### config.mk
export PLATFORM = sky130hd
export DESIGN_NAME = mips32_regdump
export DESIGN_NICKNAME = d
export VERILOG_FILES = /design/src/rtl/mips32_regdump.sv
export SDC_FILE = /design/constraint.sdc
export NUM_CORES = 1
export LEC_CHECK = 0
export ABC_AREA = 0
export CAP_MARGIN = 25
export CORE_MARGIN = 5
export CORE_UTILIZATION = 45
export CTS_BUF_LIST = sky130_fd_sc_hd__clkbuf_8
export CTS_CLUSTER_SIZE = 24
export DETAILED_ROUTE_END_ITERATION = 10
export PLACE_DENSITY = 0.88
export SYNTH_ARGS = -nofsm -noshare
export SYNTH_HDL_FRONTEND = slang
export SYNTH_SLANG_ARGS = --single-unit
### constraint.sdc
create_clock -name clk1 -period 4.4 [get_ports clk1]
set_input_delay 1.1 -clock clk1 [delete_from_list [all_inputs] [get_ports clk1]]
set_output_delay 1.1 -clock clk1 [all_outputs]
set_load 0.005 [all_outputs]
### src/rtl/mips32_regdump.sv
// Register-file dump engine: on a halted rising edge or a start pulse, walks
// reg_bank index 0..NUM_REGS-1 through a read port and emits one beat per register.
// Latency: trigger at edge T -> rd_en at T+1, rd_data sampled at T+2, out_valid from T+3;
//          3 cycles per register plus stall cycles.
// Backpressure: a beat is held stable in SEND until out_ready; the walk pauses meanwhile.
//
// Ports:
//   clk1, rst              single clock, synchronous active-high reset
//   halted, start          dump triggers (halted rising edge, one-cycle start pulse)
//   rd_en/rd_addr/rd_data  register read port, data returned one cycle after rd_en
//   out_valid/out_ready    beat handshake; out_index/out_data/out_last describe the beat
//   busy, done             dump in progress / dump completed (held until next trigger)
module mips32_regdump #(
  parameter int NUM_REGS = 32,
  parameter int DATA_W   = 32,
  parameter int ADDR_W   = 5
) (
  input  logic              clk1,
  input  logic              rst,
  input  logic              halted,
  input  logic              start,
  output logic              rd_en,
  output logic [ADDR_W-1:0] rd_addr,
  input  logic [DATA_W-1:0] rd_data,
  output logic              out_valid,
  input  logic              out_ready,
  output logic [ADDR_W-1:0] out_index,
  output logic [DATA_W-1:0] out_data,
  output logic              out_last,
  output logic              busy,
  output logic              done
);

  typedef enum logic [2:0] {
    S_IDLE,
    S_READ,
    S_LATCH,
    S_SEND,
    S_DONE
  } state_t;

  localparam logic [ADDR_W-1:0] LAST_IDX = ADDR_W'(NUM_REGS - 1);

  state_t            state, state_nxt;
  logic [ADDR_W-1:0] idx, idx_nxt;
  logic              halted_q;
  logic              trigger;

  // halted_q resets to 0, so halted already high when reset releases counts as
  // a rising edge and starts a dump automatically.
  assign trigger = start | (halted & ~halted_q);

  always_ff @(posedge clk1) begin
    if (rst) begin
      state     <= S_IDLE;
      idx       <= '0;
      halted_q  <= 1'b0;
      out_index <= '0;
      out_data  <= '0;
    end else begin
      state    <= state_nxt;
      idx      <= idx_nxt;
      halted_q <= halted;
      // rd_data is valid in the cycle after READ, i.e. during LATCH. Capturing it
      // here keeps every output registered off rd_data and holds the beat stable
      // for as long as SEND stalls.
      if (state == S_LATCH) begin
        out_data  <= rd_data;
        out_index <= idx;
      end
    end
  end

  always_comb begin
    state_nxt = state;
    idx_nxt   = idx;
    rd_en     = 1'b0;
    rd_addr   = '0;
    out_valid = 1'b0;
    busy      = 1'b0;
    done      = 1'b0;

    case (state)
      S_IDLE, S_DONE: begin
        done = (state == S_DONE);
        if (trigger) begin
          state_nxt = S_READ;
          idx_nxt   = '0;
        end
      end
      S_READ: begin
        busy      = 1'b1;
        rd_en     = 1'b1;
        rd_addr   = idx;
        state_nxt = S_LATCH;
      end
      S_LATCH: begin
        busy      = 1'b1;
        state_nxt = S_SEND;
      end
      S_SEND: begin
        busy      = 1'b1;
        out_valid = 1'b1;
        if (out_ready) begin
          // The walk terminates at the last index instead of wrapping.
          if (idx == LAST_IDX) begin
            state_nxt = S_DONE;
          end else begin
            idx_nxt   = idx + ADDR_W'(1);
            state_nxt = S_READ;
          end
        end
      end
      default: state_nxt = S_IDLE;
    endcase
  end

  assign out_last = out_valid & (out_index == LAST_IDX);

endmodule
; Word-level counts from Yosys, hierarchy flattened
; Cells that the tools add are included.
[word_totals]
reg_bits = 46
in_bits = 37
output_inout_bits = 47
word_cells = 38
[op_classes]
n_addsub = 1
n_eq_ne = 9
n_mux = 13
bitwise = 4
reduce_logical = 6
[ops]
columns = op, count
row1 = 2-to-1 mux 5 bit, 4
row2 = case mux 3 bit (4 select lines), 1
row3 = == test 5 bit (second input constant), 2
row4 = case mux 5 bit (2 select lines), 1
row5 = 2-to-1 mux 3 bit, 3
row6 = == test 3 x 2 -> 1 bit (second input constant), 2
row7 = inequality test 2 bit (second input constant), 3
row8 = adder 5 x 1 -> 5 bit (second input constant), 1
row9 = 2-to-1 mux 1 bit, 4
row10 = AND reduction 4 bit, 1
row11 = == test 3 x 1 -> 1 bit (second input constant), 1
row12 = == test 3 bit (second input constant), 1
row13 = logical NOT 3 bit, 1
row14 = OR reduction 3 bit, 1
row15 = bitwise AND 1 bit, 2
row16 = AND reduction 2 bit, 1
row17 = nonzero test 2 bit, 1
row18 = OR reduction 2 bit, 1
row19 = NOT 1 bit, 1
row20 = bitwise OR 1 bit, 1

; Logic depth before layout (Yosys ltp)
; Gate-level depths: netlist (run 1).
[logic_depth]
depth_word = 5
depth_mapped = 7

; Worst setup path after synthesis (run 1)
; OpenSTA, ideal clock, no wires.
[synth_path]
kind = flip-flop to output port
startpoint = register state[1]
endpoint = output out_last
arrival_time_ns = 1.108
slack_ns = 2.192
stages_incl_launch_ff = 5
n_path_buf = 1
path_cell_list = dfxtp_1 > nor2b_1 > and2_1 > clkbuf_1 > and3_1
[synth_via]
elab_chain_cells = 3
[synth_rtl]
columns = item, line
row1 = start: declaration, 44  ; state_t state, state_nxt;
row2 = start signal: assignment, 61  ; state <= state_nxt;
row3 = == test 3 x 2 -> 1 bit, 83  ; case (state)
row4 = 2-to-1 mux 1 bit, 83
row5 = net out_valid, 25  ; output logic out_valid,
row6 = bitwise AND 1 bit, 118  ; assign out_last = out_valid & (out_index == LAST_IDX);
row7 = end: declaration, 29  ; output logic out_last,
; The timed path passes the listed nets, and every way through them passes these cells.

; Worst setup path after layout (run 1)
[layout_path]
startpoint = register state[0]
endpoint = output rd_addr[4]
[layout_via]
elab_chain_cells = 2
[layout_rtl]
columns = item, line
row1 = == test 3 x 1 -> 1 bit, 83
row2 = 2-to-1 mux 5 bit, 83
row3 = end: declaration, 23  ; output logic [ADDR_W-1:0] rd_addr,
; No other way between the ends.

==> impl_metrics.py, run 1 <==
metrics = {
    "final_layout": {
        "layout.nets": 342,
        "drive_gt1_frac": 0.0461,
        "areaGrowthSynthToFinish_pct": 58.3,
        "layout_commonest_cell": "clkdlybuf4s50_1",
        "fillCellCount": 292,
        "fin_cells": 352,
        "final_cell_mix": "83 x clkdlybuf4s50_1, 77 x nand2_1, 46 x dfxtp_1",
        "final_area_mm2": 0.00279,
        "antennaDiodeCount": 0,
    },
    "sta": {
        "layout_setup_ws_ns": 1.23,
        "post-route-min-period_ns": 3.17,
        "period_share": 0.720,
        "final.setup_skew_ns": 0.00324,
        "max_freq_mhz": 316,
        "final_max_slew_viol_count": 0,
        "slew_headroom": 0.589,
        "fin_tns_setup_ns": 0,
        "hold_viol": 0,
        "rsz0062_at_grt": "false",
        "setup_violations": 0,
        "worst_slew_pin_slew_ns": 0.615,
        "whs_ns": 0.454,
    },
    "cts": {
        "root_buffer": "clkbuf_8",
        "clkSinkCount": 46,
        "hold_buffers": 0,
        "cts_buffer_depth": 2,
        "htree_levels": 2,
        "path_clk_slew_ns": 0.08,
        "clk_latency_ns": 0.29,
        "postCtsSetupRepairBufs": 0,
        "cts_resized": 0,
        "numCtsBuffers": 5,
        "cts_tree": "done",
    },
    "synth": {
        "syn_nets": 263,
        "synth_seq_cells": 46,
        "ys_seq_area_frac": 0.523,
        "yosys_warnings": 0,
        "synth_mux_area_frac": 0,
        "synthAdderAreaFrac": 0.0142,
        "synth_cells": 224,
        "synth_top_cell_by_area": "dfxtp_1",
        "netlist.area_leader.share": 0.523,
        "synthTopCellsByArea": "dfxtp_1 52%, nand2_1 16%, a21oi_1 11%",
        "synth_compound_area_frac": 0.141,
        "synth_cell_types": 26,
        "netlist_area_mm2": 0.00176,
        "synth_top_family_by_area": "simple AND/OR/NAND/NOR gates",
        "synth_area_per_cell_um2": 7.86,
        "synth-simple-area-share": 0.288,
        "synth_xor_area_frac": 0,
    },
    "power": {
        "p_leak_nw": 0.989,
        "ir_drop_mv": 0.303,
        "power.density_mw_per_mm2": 386,
    },
    "critical_path": {
        "crit_chain": "nor3b_1, and2_1, clkdlybuf4s50_1",
        "cp-endpoint": "rd_addr[4]",
        "slowest_delay_ns": 0.57,
        "ff2ff_setup_slack_ns": 2.26,
        "r2r-start": "idx[0]",
        "worstPathRequired_ns": 3.30,
        "start_kind": "flip-flop",
        "critPathKind": "reg -> out",
        "worstPathArrival_ns": 2.07,
        "cpMaxStageDelayCell": "nor3b_1",
        "end_kind": "output port",
        "r2r_end": "idx[3]",
        "startpoint": "state[0]",
        "worstPathMaxFanout": 10,
        "ff2ff_path_depth": 6,
    },
    "grt": {
        "grt_pass1_vias": 1713,
        "antenna_found_initial": 0,
        "grt_max_degree": 38,
        "grt_usage": 0.184,
        "grt_pass1_wl_mm": 7.64,
        "overflow": 0,
    },
    "min_path": {
        "min_path_type": "reg -> reg",
    },
    "detailed_routing": {
        "vias_per_cell": 5.18,
        "num_vias": 1824,
        "wl_per_cell_um": 13.9,
        "wl_mm": 4.90,
        "firstDrtPassIters": 6,
        "drtIter0Drc": 90,
        "drc_errors": 0,
        "ant_nets": 0,
    },
    "floorplan": {
        "initial_core_util": 0.474,
        "design.core.area_mm2": 0.00372,
        "die_h_um": 72.6,
        "io_pins": 84,
        "num_rows": 22,
        "dieArea_mm2": 0.00527,
        "fp.dieW_um": 72.6,
    },
    "placement": {
        "dp_hpwl_mm": 3.49,
        "io_buffers": 83,
        "post-place-cells": 343,
        "placed_area_mm2": 0.00262,
        "post-place-ws_ns": 1.52,
        "routabilityCongestion": 0.862,
    },
    "outcome": {
        "outcome": "finished clean",
    },
    "job": {
        "maxCapViolations": 0,
    },
}
## synth_stat cells
cell      number
nand4_1        2
nand2b_2       1
a21oi_1       40
dfxtp_1       46
and2_1         7
nor2b_1        3
nor3b_1        1
clkbuf_2       1
o31ai_1        2
o21ai_0        1
nand2b_1       1
ha_1           2
and4_1         1
a31oi_1        2
nor3_1         1
or3_1          2
nand4b_1       1
and3_1         2
clkbuf_1      13
a211o_1        1
nor2_1         5
nand3b_1       2
nand2_1       77
nand3_1        8
buf_2          1
o21a_1         1
## per-layer routing
metal | vias up | GRT usage | wire, um
met4 | 0 | 0.0676 | 100
met5 | - | 0 | 0
li1 | 903 | - | -
met3 | 10 | 0.0620 | 357
met1 | 832 | 0.209 | 1900
met2 | 79 | 0.319 | 2550
## metrics by stage
stage               total power, W  utilization
finish                     0.00108        0.751
global route               0.00113        0.751
CTS                        0.00108        0.743
detailed placement        0.000708        0.705
global placement          0.000701        0.705
floorplan                 0.000579            -
## critical path: cells and delay by family (launching register included)
family / cells / cell delay [ns]
buffers and inverters: 1 / 0.50
flip-flops: 1 / 0.49
AND/OR/NAND/NOR: 2 / 0.79
## sequential cells by signal (all words and copies together) (netlist names)
signal / count
halted_q: 1
idx: 5
out_data: 32
out_index: 5
state: 3
## area by class of cell
class,count,area [um^2],area share
clock buffer,6,82.6,0.0296
clock inverter,2,60.1,0.0215
multi-input combinational,163,785,0.281
sequential,46,921,0.330
tap,48,60.1,0.0215
timing repair buffer,87,881,0.316
## worst min path at each step
| stage | to | slack [ns] | from | depth (start not counted) |
|---|---|---|---|---|
| floorplan | out_data[0] | 0.45 | out_data[0] | 2 |
| CTS | out_data[9] | 0.46 | out_data[9] | 2 |
| finish | out_data[19] | 0.45 | out_data[19] | 2 |
| global placement | out_data[9] | 0.44 | out_data[9] | 2 |
| detailed placement | out_data[10] | 0.45 | out_data[10] | 2 |
| global route | out_data[16] | 0.48 | out_data[16] | 2 |
## power by group
group	internal, W	switching, W	total [W]
clock	0.000242	0.000136	0.000378
sequential	0.000450	0.0000230	0.000473
combinational	0.000121	0.000106	0.000227
total	0.000813	0.000265	0.00108
## cells by family (layout without fill, tap and decap cells)
kind of cell	count (synthesis)	count (layout)
AOI/OAI and AO/OA	47	47
adders and majority gates	2	2
buffers and inverters	15	95
DFF	46	46
and+or+nand+nor	114	114
No activity file was read; power rests on OpenSTA's default activity.
==> run 2, diff against run 1 <==
Settings changed: CORE_UTILIZATION 45 to 38, PLACE_DENSITY 0.88 to 0.79.
Clock period 4.4 ns to 2.65 ns, I/O delays scaled along.
==> run 2 against run 1 <==
Compared with the run above: final area shrank 2.3%; routed wire length shrank 3.3%; clock skew grew 0.0051 ns; power grew 47%; critical endpoint is now out_last; highest routed layer unchanged.
==> impl_metrics.py, run 2 (same netlist as run 1, synthesis figures left out) <==
metrics = {
    "outcome": {
        "outcome": "finished clean",
    },
    "power": {
        "ir_drop_mv": 0.358,
        "switching_share": 0.286,
        "seqPwrFrac": 0.494,
        "power_switching_w": 0.000455,
        "p_leak_nw": 0.959,
        "pwr-share-comb": 0.237,
        "p_clk_frac": 0.270,
        "internal_power_w": 0.00113,
        "power.density_mw_per_mm2": 583,
    },
    "placement": {
        "placed_area_mm2": 0.00263,
        "routabilityCongestion": 0.772,
        "post-place-cells": 348,
        "dp_hpwl_mm": 3.40,
        "io_buffers": 83,
    },
    "sta": {
        "setup_violations": 0,
        "worst_slew_pin_slew_ns": 0.624,
        "fin_tns_setup_ns": 0,
        "slew_headroom": 0.584,
        "whs_ns": 0.457,
        "final.setup_skew_ns": 0.00831,
        "hold_viol": 0,
        "max_freq_mhz": 397,
        "final_max_slew_viol_count": 0,
        "rsz0062_at_grt": "false",
        "period_share": 0.952,
        "post-route-min-period_ns": 2.52,
    },
    "cts": {
        "htree_levels": 2,
        "cts_tree": "done",
        "clkSinkCount": 46,
        "numCtsBuffers": 5,
        "cts_buffer_depth": 2,
        "root_buffer": "clkbuf_8",
        "postCtsSetupRepairBufs": 0,
        "path_clk_slew_ns": 0.08,
        "hold_buffers": 0,
        "clk_latency_ns": 0.30,
    },
    "final_layout": {
        "drive_gt1_frac": 0.0592,
        "largest_registers": "out_data (32), idx (5), out_index (5)",
        "final_area_mm2": 0.00273,
        "fillCellCount": 404,
        "fin_cells": 356,
        "regMostFlops": "out_data",
        "layout.nets": 342,
        "antennaDiodeCount": 0,
        "largest_reg_flops": 32,
        "final_cell_mix": "82 x clkdlybuf4s50_1, 77 x nand2_1, 46 x dfxtp_1",
        "layout_commonest_cell": "clkdlybuf4s50_1",
        "areaGrowthSynthToFinish_pct": 54.7,
    },
    "grt": {
        "grt_usage": 0.151,
        "grt_pass1_vias": 1650,
        "grt_pass1_wl_mm": 7.56,
        "overflow": 0,
        "antenna_found_initial": 0,
        "grt_max_degree": 38,
    },
    "critical_path": {
        "end_kind": "output port",
        "r2r-start": "idx[0]",
        "ff2ff_path_depth": 6,
        "start_kind": "flip-flop",
        "worstPathMaxFanout": 6,
        "ff2ff_setup_slack_ns": 0.56,
        "startpoint": "state[1]",
        "worstPathArrival_ns": 1.86,
        "cp-endpoint": "out_last",
        "worstPathRequired_ns": 1.99,
        "r2r_end": "idx[3]",
        "critPathKind": "reg -> out",
    },
    "detailed_routing": {
        "wl_mm": 4.74,
        "num_vias": 1772,
        "drtIter0Drc": 106,
        "wl_per_cell_um": 13.3,
        "ant_nets": 0,
        "drc_errors": 0,
        "vias_per_cell": 4.98,
        "firstDrtPassIters": 4,
    },
    "job": {
        "maxCapViolations": 0,
    },
    "floorplan": {
        "io_pins": 84,
        "num_rows": 24,
        "fp.dieW_um": 78.1,
        "die_h_um": 78.1,
        "design.core.area_mm2": 0.00441,
        "initial_core_util": 0.399,
        "dieArea_mm2": 0.00610,
    },
    "min_path": {
        "min_path_type": "reg -> reg",
        "worstHoldStart": "out_data[31]",
    },
}
-- run 2: cell count changes in the layout (fill, tap and decap cells not counted), sizes merged --
cell	delta
clkinv	+2
clkdlybuf4s50	-1
clkinvlp	+1
clkbuf	-1
bufinv	-2
buf	+1
-- run 2: routing by layer --
metal  global-route usage  wire [um]  up-vias
li1                     -          -      899
met1                0.172       1930      800
met2                0.251       2320       60
met3               0.0469        351       13
met4               0.0828        138        0
met5                    0          0        -
-- run 2: repair_timing --
item	4_1_cts	5_1_grt
gates resized for setup	1	2
pin swaps	0	0
endpoints found under the setup margin	1	1
-- run 2: how the worst min path moves through the flow --
stage	end	slack [ns]	depth (start not counted)
floorplan	out_data[0]	0.45	2
CTS	out_data[2]	0.46	2
finish	out_data[31]	0.46	2
detailed placement	out_data[2]	0.45	2
global route	out_data[29]	0.48	2
global placement	out_data[18]	0.44	2
-- run 2: worst max-delay path, cell delays in order, from the launching register on --
cell and delay (ns):
dfxtp_1 0.44, nor2b_2 0.25, and2_2 0.22, and3_1 0.16, clkdlybuf4s50_1 0.49
-- run 2: stage by stage --
step           setup WS (ns)  utilization  total power (W)
2_1_floorplan          0.679            -         0.000962
3_3_place_gp           0.372        0.595          0.00117
3_5_place_dp           0.335        0.595          0.00118
4_1_cts              0.00978        0.616          0.00161
5_1_grt              0.00489        0.617          0.00169
6_report               0.128        0.617          0.00159
-- run 2: power by group through the flow --
stage	sequential [W]	combinational (W)	clock [W]
global route	0.000792	0.000413	0.000481
finish	0.000784	0.000376	0.000429
floorplan	0.000795	0.000167	0
CTS	0.000784	0.000382	0.000442
detailed placement	0.000800	0.000378	0
global placement	0.000796	0.000375	0
-- run 2: cell type report --
class,count,area (um^2),share of cell area
sequential,46,921,0.338
clock inverter,3,21.3,0.00781
tap,52,65.1,0.0239
timing repair buffer,87,856,0.314
multi-input combinational,163,793,0.291
clock buffer,5,68.8,0.0253
==> run 3, diff against run 2 <==
Settings changed: ABC_CLOCK_PERIOD_IN_PS set to 2650.
==> results of run 3 <==
No change in the layout: final DEF, timing and power equal those of run 2.
